==> config.mk <==
export PLATFORM = sky130hd
export DESIGN_NAME = spi_cmd_slave
export DESIGN_NICKNAME = d
export VERILOG_FILES = /design/src/rtl/gpu_spi_pkg.sv /design/src/rtl/spi_sync_edge.sv /design/src/rtl/spi_cmd_slave.sv
export SDC_FILE = /design/constraint.sdc
export NUM_CORES = 1
export LEC_CHECK = 0
export ABC_AREA = 1
export CORE_MARGIN = 10
export CORE_UTILIZATION = 49
export CTS_CLUSTER_SIZE = 12
export DETAILED_ROUTE_END_ITERATION = 10
export PLACE_DENSITY = 0.78
export SLEW_MARGIN = 40
export SYNTH_ARGS = -nofsm -noshare
export SYNTH_HDL_FRONTEND = slang
export SYNTH_SLANG_ARGS = --single-unit
==> constraint.sdc <==
create_clock -name clk -period 1.65 [get_ports clk]
set_input_delay 0.33 -clock clk [delete_from_list [all_inputs] [get_ports clk]]
set_output_delay 0.33 -clock clk [all_outputs]
set_load 0.02 [all_outputs]
==> src/rtl/gpu_spi_pkg.sv <==
// Shared frame geometry and FSM state encoding for the SPI command target.
package gpu_spi_pkg;

    localparam int unsigned SPI_FRAME_BITS = 72;
    localparam int unsigned SPI_HDR_BITS   = 8;
    localparam int unsigned SPI_ADDR_W     = 7;
    localparam int unsigned SPI_DATA_W     = 64;

    typedef enum logic [2:0] {
        WAIT_CS,
        IDLE,
        HDR,
        RD_ISSUE,
        DATA,
        WR_ISSUE
    } spi_state_e;

endpackage

==> src/rtl/spi_sync_edge.sv <==
// Multi-flop synchroniser for an asynchronous pin with single-cycle rise/fall strobes.
module spi_sync_edge #(
    parameter int unsigned SYNC_STAGES = 2
) (
    input  logic clk,
    input  logic rst,
    input  logic din,
    output logic q,
    output logic rise,
    output logic fall
);

    logic [SYNC_STAGES-1:0] sync_q;
    logic                   prev_q;

    always_ff @(posedge clk) begin
        if (rst) begin
            sync_q <= '0;
            prev_q <= 1'b0;
        end else begin
            sync_q <= {sync_q[SYNC_STAGES-2:0], din};
            prev_q <= sync_q[SYNC_STAGES-1];
        end
    end

    assign q    = sync_q[SYNC_STAGES-1];
    assign rise = q & ~prev_q;
    assign fall = ~q & prev_q;

endmodule

==> src/rtl/spi_cmd_slave.sv <==
// SPI mode-0 target turning 72-bit host frames into register read/write commands.
// Optional SPI_FRAME_ERR_CNT_EN adds a saturating aborted-frame counter output.
module spi_cmd_slave
    import gpu_spi_pkg::*;
#(
    parameter int unsigned SYNC_STAGES = 2,
    parameter int unsigned ADDR_W      = SPI_ADDR_W,
    parameter int unsigned DATA_W      = SPI_DATA_W
) (
    input  logic              clk,
    input  logic              rst,
    input  logic              spi_sclk,
    input  logic              spi_cs_n,
    input  logic              spi_mosi,
    output logic              spi_miso,
    output logic              cmd_valid,
    input  logic              cmd_ready,
    output logic              cmd_rw,
    output logic [ADDR_W-1:0] cmd_addr,
    output logic [DATA_W-1:0] cmd_wdata,
    input  logic [DATA_W-1:0] cmd_rdata,
    output logic              busy,
    output logic              overrun,
    input  logic              overrun_clr
`ifdef SPI_FRAME_ERR_CNT_EN
    ,
    output logic [7:0]        frame_err_cnt
`endif
);

    localparam int unsigned HDR_BITS   = ADDR_W + 1;
    localparam int unsigned FRAME_BITS = HDR_BITS + DATA_W;
    localparam int unsigned CNT_W      = $clog2(FRAME_BITS + 1);

    localparam logic [CNT_W-1:0] HDR_LAST   = CNT_W'(HDR_BITS - 1);
    localparam logic [CNT_W-1:0] HDR_DONE   = CNT_W'(HDR_BITS);
    localparam logic [CNT_W-1:0] FRAME_LAST = CNT_W'(FRAME_BITS - 1);

    logic sclk_q, sclk_rise, sclk_fall;
    logic cs_q, cs_rise, cs_fall;
    logic mosi_q, mosi_rise, mosi_fall;

    spi_sync_edge #(.SYNC_STAGES(SYNC_STAGES)) u_sync_sclk (
        .clk  (clk),
        .rst  (rst),
        .din  (spi_sclk),
        .q    (sclk_q),
        .rise (sclk_rise),
        .fall (sclk_fall)
    );

    spi_sync_edge #(.SYNC_STAGES(SYNC_STAGES)) u_sync_cs (
        .clk  (clk),
        .rst  (rst),
        .din  (spi_cs_n),
        .q    (cs_q),
        .rise (cs_rise),
        .fall (cs_fall)
    );

    spi_sync_edge #(.SYNC_STAGES(SYNC_STAGES)) u_sync_mosi (
        .clk  (clk),
        .rst  (rst),
        .din  (spi_mosi),
        .q    (mosi_q),
        .rise (mosi_rise),
        .fall (mosi_fall)
    );

    // Framing works on synced levels; the edge strobes below are not needed.
    logic unused_edges;
    assign unused_edges = ^{sclk_q, cs_rise, cs_fall, mosi_rise, mosi_fall};

    spi_state_e              state_q, state_d;
    logic [CNT_W-1:0]        bit_cnt;
    logic [HDR_BITS-1:0]     hdr_sr;
    logic [DATA_W-1:0]       data_sr;
    logic [DATA_W-1:0]       tx_sr;
    logic                    wr_pend;
    logic [ADDR_W-1:0]       wr_addr;
    logic [DATA_W-1:0]       wr_data;

    logic cnt_clr, hdr_shift, data_shift, tx_load, tx_shift;
    logic wr_load, wr_drop, rd_fire, abort;
    logic rd;

    assign rd = hdr_sr[HDR_BITS-1];

    always_ff @(posedge clk) begin
        if (rst) begin
            state_q <= WAIT_CS;
        end else begin
            state_q <= state_d;
        end
    end

    // Synced CS high is checked before any SCLK edge so an abort always wins.
    always_comb begin
        state_d    = state_q;
        cnt_clr    = 1'b0;
        hdr_shift  = 1'b0;
        data_shift = 1'b0;
        tx_load    = 1'b0;
        tx_shift   = 1'b0;
        wr_load    = 1'b0;
        wr_drop    = 1'b0;
        rd_fire    = 1'b0;
        abort      = 1'b0;
        unique case (state_q)
            WAIT_CS: begin
                if (cs_q) state_d = IDLE;
            end
            IDLE: begin
                if (!cs_q) begin
                    state_d = HDR;
                    cnt_clr = 1'b1;
                end
            end
            HDR: begin
                if (cs_q) begin
                    state_d = IDLE;
                    abort   = (bit_cnt != '0);
                end else if (sclk_rise) begin
                    hdr_shift = 1'b1;
                    if (bit_cnt == HDR_LAST) begin
                        state_d = hdr_sr[HDR_BITS-2] ? RD_ISSUE : DATA;
                    end
                end
            end
            RD_ISSUE: begin
                if (cs_q) begin
                    state_d = IDLE;
                    abort   = 1'b1;
                end else begin
                    data_shift = sclk_rise;
                    if (!wr_pend) begin
                        rd_fire = 1'b1;
                        tx_load = 1'b1;
                        state_d = DATA;
                    end
                end
            end
            DATA: begin
                if (cs_q) begin
                    state_d = IDLE;
                    abort   = 1'b1;
                end else begin
                    if (sclk_rise) begin
                        data_shift = 1'b1;
                        if (bit_cnt >= FRAME_LAST) begin
                            if (rd) begin
                                state_d = WAIT_CS;
                            end else begin
                                state_d = WR_ISSUE;
                                wr_load = !wr_pend || cmd_ready;
                                wr_drop = wr_pend && !cmd_ready;
                            end
                        end
                    end
                    // The fall right after the header presents tx[msb]; shifting starts one fall later.
                    tx_shift = sclk_fall && rd && (bit_cnt > HDR_DONE);
                end
            end
            WR_ISSUE: begin
                state_d = WAIT_CS;
            end
            default: begin
                state_d = WAIT_CS;
            end
        endcase
    end

    always_ff @(posedge clk) begin
        if (rst) begin
            bit_cnt <= '0;
            hdr_sr  <= '0;
            data_sr <= '0;
            tx_sr   <= '0;
            wr_pend <= 1'b0;
            wr_addr <= '0;
            wr_data <= '0;
            overrun <= 1'b0;
        end else begin
            if (cnt_clr) begin
                bit_cnt <= '0;
            end else if (hdr_shift || data_shift) begin
                bit_cnt <= bit_cnt + 1'b1;
            end

            if (hdr_shift) hdr_sr <= {hdr_sr[HDR_BITS-2:0], mosi_q};
            if (data_shift) data_sr <= {data_sr[DATA_W-2:0], mosi_q};

            if (tx_load) begin
                tx_sr <= cmd_ready ? cmd_rdata : '0;
            end else if (tx_shift) begin
                tx_sr <= {tx_sr[DATA_W-2:0], 1'b0};
            end

            if (wr_load) begin
                wr_pend <= 1'b1;
                wr_addr <= hdr_sr[ADDR_W-1:0];
                wr_data <= {data_sr[DATA_W-2:0], mosi_q};
            end else if (cmd_ready) begin
                wr_pend <= 1'b0;
            end

            if (wr_drop || (rd_fire && !cmd_ready)) begin
                overrun <= 1'b1;
            end else if (overrun_clr) begin
                overrun <= 1'b0;
            end
        end
    end

`ifdef SPI_FRAME_ERR_CNT_EN
    always_ff @(posedge clk) begin
        if (rst || overrun_clr) begin
            frame_err_cnt <= '0;
        end else if (abort && (frame_err_cnt != 8'hFF)) begin
            frame_err_cnt <= frame_err_cnt + 8'd1;
        end
    end
`else
    logic unused_abort;
    assign unused_abort = abort;
`endif

    assign cmd_valid = wr_pend || rd_fire;
    assign cmd_rw    = rd_fire && !wr_pend;
    assign cmd_addr  = wr_pend ? wr_addr : (rd_fire ? hdr_sr[ADDR_W-1:0] : '0);
    assign cmd_wdata = wr_pend ? wr_data : '0;
    assign spi_miso  = (state_q == DATA) && rd && tx_sr[DATA_W-1];
    assign busy      = !(state_q inside {IDLE, WAIT_CS}) || wr_pend;

endmodule

# Word-level counts from Yosys, hierarchy flattened
# Index checks and enable logic that the tools add are counted.
# word_totals
in_bits	71
elab_cells	99
output_inout_bits	76
regBits	225
# op_classes
n_lt_le_gt_ge	2
addsub	1
eq_ne	12
n_reduce_logical	22
mux	45
bitwise	4
# op_table
op	count
2-to-1 mux 64 bit	4
2-to-1 mux 3 bit	12
2-to-1 mux 1 bit	25
!= test 3 x 2 -> 1 bit, second input constant	5
case mux 3 bit (5 select lines)	1
2-to-1 mux 7 bit	2
nonzero test 2 bit	4
adder 7 x 1 -> 7 bit, second input constant	1
equality test 7 x 3 -> 1 bit, second input constant	1
>= comparator 7 bit, second input constant	1
> comparator 7 x 4 -> 1 bit, second input constant	1
logical AND 1 bit	7
AND reduction 7 bit	1
equality test 3 x 2 -> 1 bit, second input constant	2
logical OR 1 bit	5
equality test 3 x 1 -> 1 bit, second input constant	1
equality test 3 bit, second input constant	1
logical NOT 1 bit	3
logical NOT 3 bit	1
bitwise AND 1 bit	2
!= test 2 x 1 -> 1 bit, second input constant	1
!= test 2 bit, second input constant	1
inverter 1 bit	2
case mux 1 bit (2 select lines)	1
OR reduction 2 bit	1

# Depth between registers and ports, before layout
# depth
ltp_word	9
mapped_depth	11
mapped_depth_nobuf	11

# By module
# From an unflattened synthesis, not the netlist that was laid out.
# hier_totals
cells_unflattened	1284
hier_area_um2	9168.8
# by_module_without_submodules
module	area_per_inst_um2	cells_per_inst	seq_area_each_um2	instances
spi_cmd_slave	8887.3	1248	4364.2	1
spi_sync_edge	93.8	12	60.1	3

# Worst setup path after synthesis
# Ideal clock, no wire load.
# synth_path
path_kind	flip-flop to output port
from	register wr_pend
to	output port cmd_addr[6]
setup_slack_ps	-127
arrival_time_ps	1447
t_required_ps	1320
n_path_buf	2
stages_incl_launch_ff	6
cell_sequence	dfxtp_1 buf_2 inv_1 nand3_2 clkbuf_1 o21ai_0
# synth_via
elab_chain_len	5
# synth_lines
item	line	text
start, declared	spi_cmd_slave.sv:79	logic wr_pend;
start signal, assigned	spi_cmd_slave.sv:179	wr_pend <= 1'b0;
start signal, assigned	spi_cmd_slave.sv:200	wr_pend <= 1'b1;
start signal, assigned	spi_cmd_slave.sv:204	wr_pend <= 1'b0;
2-to-1 mux 1 bit	spi_cmd_slave.sv:136	if (!wr_pend) begin
2-to-1 mux 1 bit	spi_cmd_slave.sv:131	if (cs_q) begin
2-to-1 mux 1 bit	spi_cmd_slave.sv:109	unique case (state_q)
2-to-1 mux 7 bit	spi_cmd_slave.sv:230	assign cmd_addr = wr_pend ? wr_addr : (rd_fire ? hdr_sr[ADDR_W-1:0] : '0);
2-to-1 mux 7 bit (*)	spi_cmd_slave.sv:230	
end, declared	spi_cmd_slave.sv:19	output logic [ADDR_W-1:0] cmd_addr,
# Every way passes the cells marked *; elsewhere a longest branch is shown, timed or not.

# Final worst setup path
# layout_path
from	register bit_cnt[1]
to	register tx_sr[44]
# layout_via
elab_chain_len	5
# layout_lines
item	line	text
start, declared	spi_cmd_slave.sv:75	logic [CNT_W-1:0] bit_cnt;
start signal, assigned	spi_cmd_slave.sv:187	bit_cnt <= bit_cnt + 1'b1;
> comparator 7 x 4 -> 1 bit	spi_cmd_slave.sv:161	tx_shift = sclk_fall && rd && (bit_cnt > HDR_DONE);
logical AND 1 bit	spi_cmd_slave.sv:161	
2-to-1 mux 1 bit	spi_cmd_slave.sv:144	if (cs_q) begin
2-to-1 mux 1 bit	spi_cmd_slave.sv:109	
nonzero test 2 bit (no source line)	--	
end signal, assigned	spi_cmd_slave.sv:194	tx_sr <= cmd_ready ? cmd_rdata : '0;
end signal, assigned	spi_cmd_slave.sv:196	tx_sr <= {tx_sr[DATA_W-2:0], 1'b0};
end, declared	spi_cmd_slave.sv:78	logic [DATA_W-1:0] tx_sr;
# No other way between the ends.
# A chain may end at the register's enable or synchronous reset.

==> summary.md <==
| Metric | Value |
|---|---|
| Status | `complete, but fails checks` |
| Failing checks | `negative setup slack` |
| Layout filler cell count | `814` |
| Register area share after synthesis | `0.481` |
| Post-synth EDFFs | `0` |
| Die ar. | `25,100 sq um` |
| Clk_skew | `0.0240 ns` |
| Max IR drop VDD | `846 uV` |
| Post-synthesis register bit count | `225` |
| CTS Root Cell | `clkbuf_16` |
| Hold buffers post-CTS | `0` |
| Layout cell share with drive strength beyond 1 | `0.407` |
| Type of element capturing the critical path | `flop` |
| FP Rows | `50` |
| Crit path max fanout | `8` |
| CP Launch Type | `flop` |
| Syn Nets | `1,380` |
| Slowest cell on crit path | `o21ai_4` |
| Total GRT Usage | `0.196` |
| Final worst slack | `-0.357 ns` |
| CTS tree | `done` |
| Vias per cell | `6.27` |
| Port buffer count | `146` |
| Clock insertion delay at the later pin of the skew report | `0.52 ns` |
| Post-Synthesis Cells | `1,307` |
| Main synth FF type | `dfxtp_1` |
| Max Cap Viol | `0` |
| WHS | `0.160 ns` |
| Synthesized area | `9370 sq um` |
| Htree depth | `1` |
| Via Count | `11,300` |
| Vias in the first global route | `8,593` |
| P_sw | `3.96 mW` |
| Fin crit period | `2.01 ns` |
| Clock sink total | `225` |
| Switching share of power | `0.288` |
| Critical path's largest stage delay | `0.51 ns` |
| Synth-to-layout area growth | `67.2%` |
| Final nets | `1,625` |
| Iteration-0 DRC Markers | `1,380` |
| Fmax | `498 MHz` |
| Top Ports | `147` |
| Clock Tree Buf Depth | `3` |
| Worst-path clk slew | `0.06 ns` |
| Arrival time worst endpoint | `2.43 ns` |
| Die X | `158 microns` |
| Max_slew headroom | `0.603` |
| Gpl congestion | `0.857` |
| Most frequent cells in the layout | `nor2_1 (235), dfxtp_1 (218), buf_6 (109)` |
| Measured slew at the worst slew-check pin | `0.594 ns` |
| Unrepaired setup endpoints after global routing | `yes` |
| Antenna diodes | `0` |
| Core ar. | `18,800 sq um` |
| Comb pwr share | `0.199` |
| Crit path required time | `2.07 ns` |
| Hpwl dp | `15,300 microns` |
| Residual DRC | `0` |
| Die height | `158 microns` |
| Final Setup Violations | `288` |
| Synth async-reset ratio | `0` |
| Final WL | `43,900 microns` |
| First-pass GRT wire length | `41,300 microns` |
| Worst hold-check path type | `input pin to flop` |
| Fin. max-slew vios | `0` |
| Count of antenna-violating nets left after detailed routing | `0` |
| Internal | `9.77 mW` |
| Total power | `13.7 mW` |
| Leakage | `7.00 nW` |
| Most common cell after layout, fill and taps aside | `nor2_1` |
| Crit path buffers/inverters | `4` |
| Pin count of the biggest net entering global routing | `86` |
| Cell chain of the critical path | `buf_6, inv_4, ha_4, a21oi_4, o21ai_4, buf_6, buf_6, nand3_1, a31oi_1` |
| Drt first pass iters | `6` |
| Crit path top cell by count | `buf_6` |
| Avg WL per Cell | `24.4 microns` |
| Synth cell types | `32` |
| Fin util | `0.834` |
| Final Hold Viols | `0` |
| GRT overflow | `0` |
| Power per Cell Area | `876 nW/um^2` |
| Initial antenna violation count | `0` |
| Initial Utilization | `0.499` |
| CTS buffer count | `24` |
| Sequential Power Share | `0.424` |
| CP top delay family | `compound AO/OA/AOI/OAI gates` |
| Final Cycle Share | `1.22` |
| Mapped Avg Cell Area | `7.17 sq um` |
| Crit path kind | `flop to flop` |
| Clock power share | `0.377` |
| Yosys warning count | `0` |
path summary, 6_finish.rpt:
kind | depth (start not counted) | end | from | slack, ns
worst max-delay path | 9 | tx_sr[44]$_SDFFE_PP0P_ | bit_cnt[1]$_SDFFE_PP0P_ | -0.36
worst min-delay path | 2 | u_sync_mosi.sync_q[1]$_SDFF_PP0_ | rst | 0.16
worst max register to register | 9 | tx_sr[44]$_SDFFE_PP0P_ | bit_cnt[1]$_SDFFE_PP0P_ | -0.36
worst min register to register | 2 | u_sync_sclk.sync_q[1]$_SDFF_PP0_ | u_sync_sclk.sync_q[0]$_SDFF_PP0_ | 0.40
cell type report:
class	count	area, sq um	share of cell area
clock buffer	36	707	0.0451
clock inverter	2	16.3	0.00104
inverter	136	574	0.0367
multi-input combinational	859	5500	0.351
sequential	225	4520	0.289
tap	234	293	0.0187
timing repair buffer	303	4020	0.256
timing repair inverter	3	33.8	0.00216
metal layers:
layer,wire length [microns],global-route usage
met1,14500,0.242
met4,3570,0.0481
met5,0,0
met2,21000,0.347
met3,4810,0.0345
power by group through the flow:
stage | clock, mW | combinational [mW] | sequential, mW
4_1_cts | 5.04 | 1.63 | 5.74
3_3_place_gp | 0 | 1.49 | 5.83
6_report | 5.18 | 2.73 | 5.82
2_1_floorplan | 0 | 0.919 | 5.82
3_5_place_dp | 0 | 1.52 | 5.83
5_1_grt | 5.34 | 2.85 | 5.82
worst reg2reg max path, cell delays in order (launching register included):
cell and delay [ns]:
dfxtp_2 0.34, buf_6 0.13, inv_4 0.05, ha_4 0.15, a21oi_4 0.09, o21ai_4 0.51
buf_6 0.19, buf_6 0.12, nand3_1 0.10, a31oi_1 0.23
through the flow:
step / setup TNS [ns] / area, sq um / std cells / setup slack (ns)
4_1_cts: -12.95 / 12900 / 1721 / -0.266
6_report: -50.20 / 15700 / 1798 / -0.357
3_5_place_dp: -32.62 / 11300 / 1651 / -0.307
3_3_place_gp: -28.65 / 11300 / 1651 / -0.259
5_1_grt: -67.21 / 15700 / 1798 / -0.463
2_1_floorplan: 0 / 9370 / 1307 / 0.0157
kinds of logic (layout without fill, tap and decap cells):
logic type      Yosys count  after routing  synth area share
simple gates            558            559             0.237
compound gates          296            297             0.183
buf+inv                 225            480            0.0956
flops                   225            225             0.481
fa+ha+maj                 2              2           0.00267
xor+xnor                  1              1          0.000935
cell usage after synthesis, types with 2 or more instances:
master / n / share of area
a22o_1: 6 / 0.0056
ha_1: 2 / 0.0027
inv_1: 129 / 0.052
buf_2: 16 / 0.0085
nor2_1: 318 / 0.13
nor3_1: 3 / 0.0016
clkbuf_1: 62 / 0.025
inv_2: 5 / 0.0020
dfxtp_1: 225 / 0.48
nand2_1: 169 / 0.068
o21ai_1: 11 / 0.0059
o211ai_1: 33 / 0.026
a21oi_1: 30 / 0.016
o21a_1: 31 / 0.025
nand3_1: 57 / 0.030
nand2_2: 2 / 0.0013
clkinv_1: 2 / 0.00080
o21ai_0: 150 / 0.080
a31oi_1: 33 / 0.022
buf_1: 2 / 0.00080
nand4_1: 3 / 0.0020
buf_4: 8 / 0.0064
timing repair:
item                                    4_1_cts  5_1_grt
endpoints found under the setup margin      213      280
buffers inserted                             22       34
cloned                                       11       46
pin swaps                                    10      103
resized for setup                           586      546
flip-flops by register name, indices dropped and copies added, names as in the netlist:
signal / cells
tx_sr: 64
wr_data: 64
data_sr: 63
hdr_sr: 8
bit_cnt: 7
wr_addr: 7
state_q: 3
u_sync_cs.sync_q: 2
u_sync_mosi.sync_q: 2
u_sync_sclk.sync_q: 2
overrun: 1
u_sync_sclk.prev_q: 1
wr_pend: 1
No activity file was read; power rests on OpenSTA's default activity.
